===== src/rtl/nrisc_isa_pkg.sv =====
// nRISC 8-bit ISA definitions shared by the program loader, decoder and sign extender.
package nrisc_isa_pkg;

  localparam int unsigned InstrW = 8;

  // Opcodes, always in instruction bits [7:5]
  localparam logic [2:0] OpLoad  = 3'b000;
  localparam logic [2:0] OpStore = 3'b001;
  localparam logic [2:0] OpAdd   = 3'b010;
  localparam logic [2:0] OpAddi  = 3'b011;
  localparam logic [2:0] OpBeq   = 3'b100;
  localparam logic [2:0] OpSlt   = 3'b101;
  localparam logic [2:0] OpJump  = 3'b110;
  localparam logic [2:0] OpHalt  = 3'b111;

  // Field bit positions
  localparam int unsigned OpMsb   = 7;
  localparam int unsigned OpLsb   = 5;
  localparam int unsigned RaMsb   = 4;
  localparam int unsigned RaLsb   = 3;
  localparam int unsigned RbMsb   = 2;
  localparam int unsigned RbLsb   = 1;
  localparam int unsigned ImmIMsb = 2;
  localparam int unsigned ImmJMsb = 4;

  // Representable immediate ranges per format
  localparam int ImmIMin = -4;
  localparam int ImmIMax = 3;
  localparam int ImmJMin = -16;
  localparam int ImmJMax = 15;

  // Loader error codes
  localparam logic [1:0] ErrNone     = 2'b00;
  localparam logic [1:0] ErrImmRange = 2'b01;
  localparam logic [1:0] ErrOverflow = 2'b10;

  typedef enum logic [2:0] {
    StIdle,
    StLoad,
    StWrite,
    StDone,
    StError
  } loader_state_e;

  typedef enum logic [1:0] {
    FmtI,
    FmtR,
    FmtJ,
    FmtHalt
  } instr_fmt_e;

  function automatic instr_fmt_e op_format(input logic [2:0] op);
    case (op)
      OpAdd, OpSlt: return FmtR;
      OpJump:       return FmtJ;
      OpHalt:       return FmtHalt;
      default:      return FmtI;
    endcase
  endfunction

  // Sign extender views of the immediate fields
  function automatic logic [7:0] sext_imm_i(input logic [7:0] word);
    return {{(8 - ImmIMsb - 1){word[ImmIMsb]}}, word[ImmIMsb:0]};
  endfunction

  function automatic logic [7:0] sext_imm_j(input logic [7:0] word);
    return {{(8 - ImmJMsb - 1){word[ImmJMsb]}}, word[ImmJMsb:0]};
  endfunction

endpackage


===== src/rtl/nrisc_program_loader_if.sv =====
// Field-set handshake plus instruction-memory write port of the program loader.
interface nrisc_program_loader_if #(
  parameter int unsigned ADDR_W = 8
);
  logic              in_valid;
  logic              in_ready;
  logic [2:0]        in_op;
  logic [1:0]        in_ra;
  logic [1:0]        in_rb;
  logic [7:0]        in_imm;
  logic              mem_we;
  logic [ADDR_W-1:0] mem_addr;
  logic [7:0]        mem_wdata;

  // Host / assembler side
  modport master (
    output in_valid, in_op, in_ra, in_rb, in_imm,
    input  in_ready, mem_we, mem_addr, mem_wdata
  );

  // Loader side
  modport slave (
    input  in_valid, in_op, in_ra, in_rb, in_imm,
    output in_ready, mem_we, mem_addr, mem_wdata
  );
endinterface


===== src/rtl/nrisc_instr_encoder.sv =====
// Packs decoded fields into an 8-bit nRISC word and flags unrepresentable immediates.
module nrisc_instr_encoder
  import nrisc_isa_pkg::*;
(
  input  logic [2:0] op,
  input  logic [1:0] ra,
  input  logic [1:0] rb,
  input  logic [7:0] imm,
  output logic [7:0] word,
  output logic       imm_ok
);

  int imm_val;

  assign imm_val = int'($signed(imm));

  // Format-dependent packing; range check equals "sign-extended field == imm"
  always_comb begin
    word = '0;
    imm_ok = 1'b1;
    word[OpMsb:OpLsb] = op;
    unique case (op_format(op))
      FmtI: begin
        word[RaMsb:RaLsb] = ra;
        word[ImmIMsb:0] = imm[ImmIMsb:0];
        imm_ok = (imm_val >= ImmIMin) && (imm_val <= ImmIMax);
      end
      FmtR: begin
        word[RaMsb:RaLsb] = ra;
        word[RbMsb:RbLsb] = rb;
      end
      FmtJ: begin
        word[ImmJMsb:0] = imm[ImmJMsb:0];
        imm_ok = (imm_val >= ImmJMin) && (imm_val <= ImmJMax);
      end
      FmtHalt: ;
      default: ;
    endcase
  end

endmodule


===== src/rtl/nrisc_program_loader.sv =====
// Accepts field sets, encodes them and writes sequential instruction memory from address 0.
module nrisc_program_loader
  import nrisc_isa_pkg::*;
#(
  parameter int unsigned ADDR_W = 8
) (
  input  logic                 clk,
  input  logic                 rst_n,
  input  logic                 start,
  nrisc_program_loader_if.slave bus,
  output logic                 busy,
  output logic                 done,
  output logic                 err,
  output logic [1:0]           err_code,
  output logic [ADDR_W:0]      count
);

  localparam int unsigned CntW = ADDR_W + 1;

  loader_state_e     state_q;
  logic [ADDR_W-1:0] addr_q;
  logic [CntW-1:0]   count_q;
  logic [7:0]        wdata_q;
  logic [1:0]        err_code_q;
  logic              halt_q;

  logic [7:0] enc_word;
  logic       enc_imm_ok;

  nrisc_instr_encoder u_encoder (
    .op     (bus.in_op),
    .ra     (bus.in_ra),
    .rb     (bus.in_rb),
    .imm    (bus.in_imm),
    .word   (enc_word),
    .imm_ok (enc_imm_ok)
  );

  // Loader FSM with address, count, data and error registers; start overrides every state
  always_ff @(posedge clk or negedge rst_n) begin
    if (!rst_n) begin
      state_q    <= StIdle;
      addr_q     <= '0;
      count_q    <= '0;
      wdata_q    <= '0;
      err_code_q <= ErrNone;
      halt_q     <= 1'b0;
    end else if (start) begin
      state_q    <= StLoad;
      addr_q     <= '0;
      count_q    <= '0;
      err_code_q <= ErrNone;
    end else begin
      unique case (state_q)
        StIdle: ;
        StLoad: begin
          if (bus.in_valid) begin
            if (enc_imm_ok) begin
              wdata_q <= enc_word;
              halt_q  <= (bus.in_op == OpHalt);
              state_q <= StWrite;
            end else begin
              err_code_q <= ErrImmRange;
              state_q    <= StError;
            end
          end
        end
        StWrite: begin
          count_q <= count_q + CntW'(1);
          if (halt_q) begin
            state_q <= StDone;
          end else if (&addr_q) begin
            // Last location was just written; nowhere left for the next word
            err_code_q <= ErrOverflow;
            state_q    <= StError;
          end else begin
            addr_q  <= addr_q + ADDR_W'(1);
            state_q <= StLoad;
          end
        end
        StDone, StError: ;
        default: state_q <= StIdle;
      endcase
    end
  end

  // Status and strobes are pure state decodes so reset clears them immediately
  assign bus.in_ready  = (state_q == StLoad);
  assign bus.mem_we    = (state_q == StWrite);
  assign bus.mem_addr  = addr_q;
  assign bus.mem_wdata = wdata_q;
  assign busy          = (state_q == StLoad) || (state_q == StWrite);
  assign done          = (state_q == StDone);
  assign err           = (state_q == StError);
  assign err_code      = err_code_q;
  assign count         = count_q;

endmodule


===== src/flat_wrapper.sv =====
// flat-port wrapper written by rule: the top's interface ports become plain ports
module nrisc_program_loader_flat import nrisc_isa_pkg::*;
#(
  parameter int unsigned ADDR_W = 8
)
  (clk, rst_n, start, busy, done, err, err_code, count, bus_in_valid, bus_in_op, bus_in_ra, bus_in_rb, bus_in_imm, bus_in_ready, bus_mem_we, bus_mem_addr, bus_mem_wdata);
  nrisc_program_loader_if #(.ADDR_W(ADDR_W)) bus_i ();
  input  logic clk;
  input  logic rst_n;
  input  logic start;
  output logic busy;
  output logic done;
  output logic err;
  output logic [1:0] err_code;
  output logic [ADDR_W:0] count;
  input wire logic [$bits(bus_i.in_valid)-1:0] bus_in_valid;
  input wire logic [$bits(bus_i.in_op)-1:0] bus_in_op;
  input wire logic [$bits(bus_i.in_ra)-1:0] bus_in_ra;
  input wire logic [$bits(bus_i.in_rb)-1:0] bus_in_rb;
  input wire logic [$bits(bus_i.in_imm)-1:0] bus_in_imm;
  output wire logic [$bits(bus_i.in_ready)-1:0] bus_in_ready;
  output wire logic [$bits(bus_i.mem_we)-1:0] bus_mem_we;
  output wire logic [$bits(bus_i.mem_addr)-1:0] bus_mem_addr;
  output wire logic [$bits(bus_i.mem_wdata)-1:0] bus_mem_wdata;
  assign bus_i.in_valid = bus_in_valid;
  assign bus_i.in_op = bus_in_op;
  assign bus_i.in_ra = bus_in_ra;
  assign bus_i.in_rb = bus_in_rb;
  assign bus_i.in_imm = bus_in_imm;
  assign bus_in_ready = bus_i.in_ready;
  assign bus_mem_we = bus_i.mem_we;
  assign bus_mem_addr = bus_i.mem_addr;
  assign bus_mem_wdata = bus_i.mem_wdata;
  nrisc_program_loader #(.ADDR_W(ADDR_W)) u_core (.clk(clk), .rst_n(rst_n), .start(start), .bus(bus_i), .busy(busy), .done(done), .err(err), .err_code(err_code), .count(count));
endmodule

===== config.mk =====
export PLATFORM = sky130hd
export DESIGN_NAME = nrisc_program_loader_flat
export DESIGN_NICKNAME = d
export VERILOG_FILES = /design/src/rtl/nrisc_isa_pkg.sv /design/src/rtl/nrisc_program_loader_if.sv /design/src/rtl/nrisc_instr_encoder.sv /design/src/rtl/nrisc_program_loader.sv /design/src/flat_wrapper.sv
export SDC_FILE = /design/constraint.sdc
export NUM_CORES = 1
export LEC_CHECK = 0
export CORE_ASPECT_RATIO = 0.8
export CORE_MARGIN = 1.5
export CORE_UTILIZATION = 34
export CTS_BUF_LIST = sky130_fd_sc_hd__clkbuf_16
export CTS_CLUSTER_DIAMETER = 200
export CTS_CLUSTER_SIZE = 25
export DETAILED_ROUTE_END_ITERATION = 6
export MAX_ROUTING_LAYER = met4
export PLACE_DENSITY = 0.7
export SLEW_MARGIN = 20
export SYNTH_ARGS = -nofsm -noshare
export SYNTH_HDL_FRONTEND = slang
export SYNTH_SLANG_ARGS = --single-unit

===== constraint.sdc =====
create_clock -name clk -period 1.9 [get_ports clk]
set_input_delay 0.38 -clock clk [delete_from_list [all_inputs] [get_ports clk]]
set_output_delay 0.38 -clock clk [all_outputs]
set_load 0.005 [all_outputs]

==> metrics, run 1 <==
result of the run finished, final reports clean; detailed-route wire length per cell 13.9 um; data arrival time of the worst path 1.43 ns; fraction of layout instances using a drive strength above 1 0.234; Data required, critical path 1.52 ns; largest buffer count on any clock path 2; height of the die 66.8 um; CP max-delay cell sky130_fd_sc_hd__dfrtp_2; Peak VDD IR 0.470 mV; number of buffer and inverter instances along the worst setup path 2; total of buffers placed on input and output ports 50; vias in the first global route 1482; die width 82.7 um; unrepaired setup endpoints after global routing false; Num CTS Buffers 5; post-placement cell count 296; Overall Global Routing Usage 0.181; wire length of the first global-routing pass 7160 um; critical-path maximum fanout 3; H-tree depth reported by CTS 2; final non-filler cell total 312; areal power density over the cells 731 nW/um^2; CP delay by family, top flip-flops; global route total overflow 0; number of warnings issued by yosys 0; post-CTS clock slew at the launch and capture registers of the worst setup and hold paths 0.05 ns; synth-to-layout area growth 54.5%; Max Transition Viols Final 0; critical path launch point type register; Most used DFF post-synth sky130_fd_sc_hd__dfrtp_1; iteration count of the initial detailed-routing pass 4; Synth Cell Area 1730 um^2; synthesized net count 190; largest net degree at the start of global routing 32; Nets 272; Rel. slew slack 0.732; number of antenna violations at the first check in global routing 0; clk_skew 0.00216 ns; Avg Inst Size Synth 10.2 um^2; root buffer cell sky130_fd_sc_hd__clkbuf_16; Async SR Flop Fraction 1.00; Die ar. 5520 um^2; Final Hold Viols 0; starting density of the core 0.365; final period demand of the worst path 1.81 ns; Std-Cell Core Area 4730 um^2; maximum operating frequency 0.554 GHz; number of enable flip-flop cells after synthesis 0; Vias per Instance 5.05; path type of the worst min-delay path primary input to async pin; clock network latency to the later pin of the worst-skew pair 0.28 ns; worst setup path class register to output pin; post-detailed-placement half-perimeter wirelength 3100 um; Boundary Pins 51; portion of the clock cycle consumed by the worst path in the final layout 0.950; FP Rows 22; Post-route DRC 0; count of mapped cells out of synthesis 169; Max Cap Violations 0; Worst path max stage delay 0.44 ns; leakage power of the design 0.00116 uW; Inserted Diodes 0; number of vias in the routed layout 1575; share of the yosys chip area belonging to registers 0.449; worst path cell trace buf_4 > nor3b_2 > or2_2 > buf_2; setup TNS 0 ns; Least-Margin Pin Slew 0.401 ns; Sinks on Clock Net 31; Critical Path Sink Type output pin; DRT Wirelength 4350 um; TritonCTS clock tree done; antenna violation net count after detailed routing 0; number of unique standard cell types used by synthesis 46; DRC marker count from the first detailed-route iteration 45; number of failing setup endpoints in the final timing report 0; RD Place Congestion 0.781; synthesized flop and latch total 31
[sequential cells by signal, summed over array words and instances (netlist names)]
name	flops
u_core.count	9
u_core.bus.mem_addr	8
u_core.bus.mem_wdata	8
u_core.state_q	3
u_core.err_code	2
u_core.halt_q	1
[final cells by class]
| cell class | count | area (um^2) |
|---|---|---|
| repair buffers | 82 | 743 |
| multi-input cells | 128 | 923 |
| clock buffers | 5 | 125 |
| fillers | 431 | 2070 |
| well taps | 60 | 75.1 |
| clock inverters | 3 | 11.3 |
| inverters | 3 | 11.3 |
| flip-flops and latches | 31 | 779 |
[cells in the final DEF (no fill, tap or decap), types with 5 or more instances in the layout]
master | Yosys | final
sky130_fd_sc_hd__mux2_2 | 8 | 8
sky130_fd_sc_hd__clkdlybuf4s50_1 | 0 | 45
sky130_fd_sc_hd__mux2i_1 | 6 | 6
sky130_fd_sc_hd__nor2_1 | 18 | 18
sky130_fd_sc_hd__dfrtp_1 | 31 | 28
sky130_fd_sc_hd__nand2b_1 | 5 | 5
sky130_fd_sc_hd__nand2_1 | 11 | 11
sky130_fd_sc_hd__nand3_1 | 5 | 5
sky130_fd_sc_hd__buf_4 | 0 | 31
sky130_fd_sc_hd__xor2_1 | 8 | 8
sky130_fd_sc_hd__nand4_1 | 5 | 5
sky130_fd_sc_hd__clkbuf_16 | 0 | 5
[where the power goes]
group | internal, uW | switching [uW] | total [uW]
Combinational | 280 | 148 | 428
Sequential | 736 | 50.9 | 787
Clock | 470 | 266 | 735
[synthesized netlist by cell type (all sizes together) (4+ instances only)]
cell type / n / share of area
nor2b: 4 / 0.014
clkbuf: 4 / 0.0087
nand3: 5 / 0.014
o21ai: 6 / 0.020
dfrtp: 31 / 0.45
xor2: 8 / 0.041
nand4: 5 / 0.018
mux2i: 6 / 0.035
nor2: 18 / 0.039
a31oi: 4 / 0.018
nand2b: 5 / 0.018
mux2: 8 / 0.052
a21oi: 4 / 0.012
and3: 4 / 0.014
nand2: 11 / 0.024
[per-stage QoR]
step           hold slack (ns)  total power (uW)  setup WS, ns  utilization  cell area, um^2
2_1_floorplan           0.0844               936         0.150            -             1730
3_3_place_gp             0.497              1210        -0.181        0.519             2460
3_5_place_dp             0.494              1210        -0.243        0.519             2460
4_1_cts                  0.514              1970       0.00271        0.558             2640
5_1_grt                  0.526              2040        0.0100        0.564             2670
6_report                 0.497              1950        0.0949        0.564             2670
[timing repair]
item                       CTS  global route
hold endpoints to repair     0             0
setup endpoints to repair    5            10
resized for setup           14             3
pin swaps                    3             1
setup buffers                5             3
hold buffers                 0             0
[final timing paths]
check	slack, ns	depth (start not counted)	startpoint	endpoint
setup / recovery	0.09	4	u_core.state_q[0]$_DFFE_PN0P_	busy
hold / removal	0.50	2	rst_n	u_core.bus.mem_wdata[4]$_DFFE_PN0P_
setup reg to reg	0.11	6	u_core.state_q[2]$_DFFE_PN0P_	u_core.bus.mem_addr[7]$_DFFE_PN0P_
hold reg to reg	0.51	1	u_core.bus.mem_wdata[7]$_DFFE_PN0P_	u_core.bus.mem_wdata[7]$_DFFE_PN0P_
max in group asynchronous	1.08	2	rst_n	u_core.state_q[2]$_DFFE_PN0P_
min in group clk	0.51	1	u_core.bus.mem_wdata[7]$_DFFE_PN0P_	u_core.bus.mem_wdata[7]$_DFFE_PN0P_
[metal layers]
layer / routed length (um) / GRT usage / part of all wire / vias up
met3: 181 / 0.0575 / 0.042 / 5
met2: 2000 / 0.262 / 0.46 / 32
met1: 2120 / 0.238 / 0.49 / 752
met4: 51 / 0.0625 / 0.012 / 0
li1: - / - / - / 786
met5: 0 / - / 0 / -
[kinds of logic (layout without fill, tap and decap cells)]
| kind of cell | after synthesis | after routing | synth area share |
|---|---|---|---|
| compound gates | 29 | 29 | 0.118 |
| xor+xnor | 11 | 11 | 0.0558 |
| simple gates | 72 | 72 | 0.246 |
| flops | 31 | 31 | 0.449 |
| fa+ha+maj | 2 | 2 | 0.0145 |
| mux | 14 | 14 | 0.0869 |
| buf+inv | 10 | 93 | 0.0297 |
(Power assumes the default switching activity.)
==> inputs of run 2 (changes only) <==
GPL_TIMING_DRIVEN = 1   (was unset)
==> results of run 2 <==
No change in the layout: final DEF, timing and power equal those of run 1.
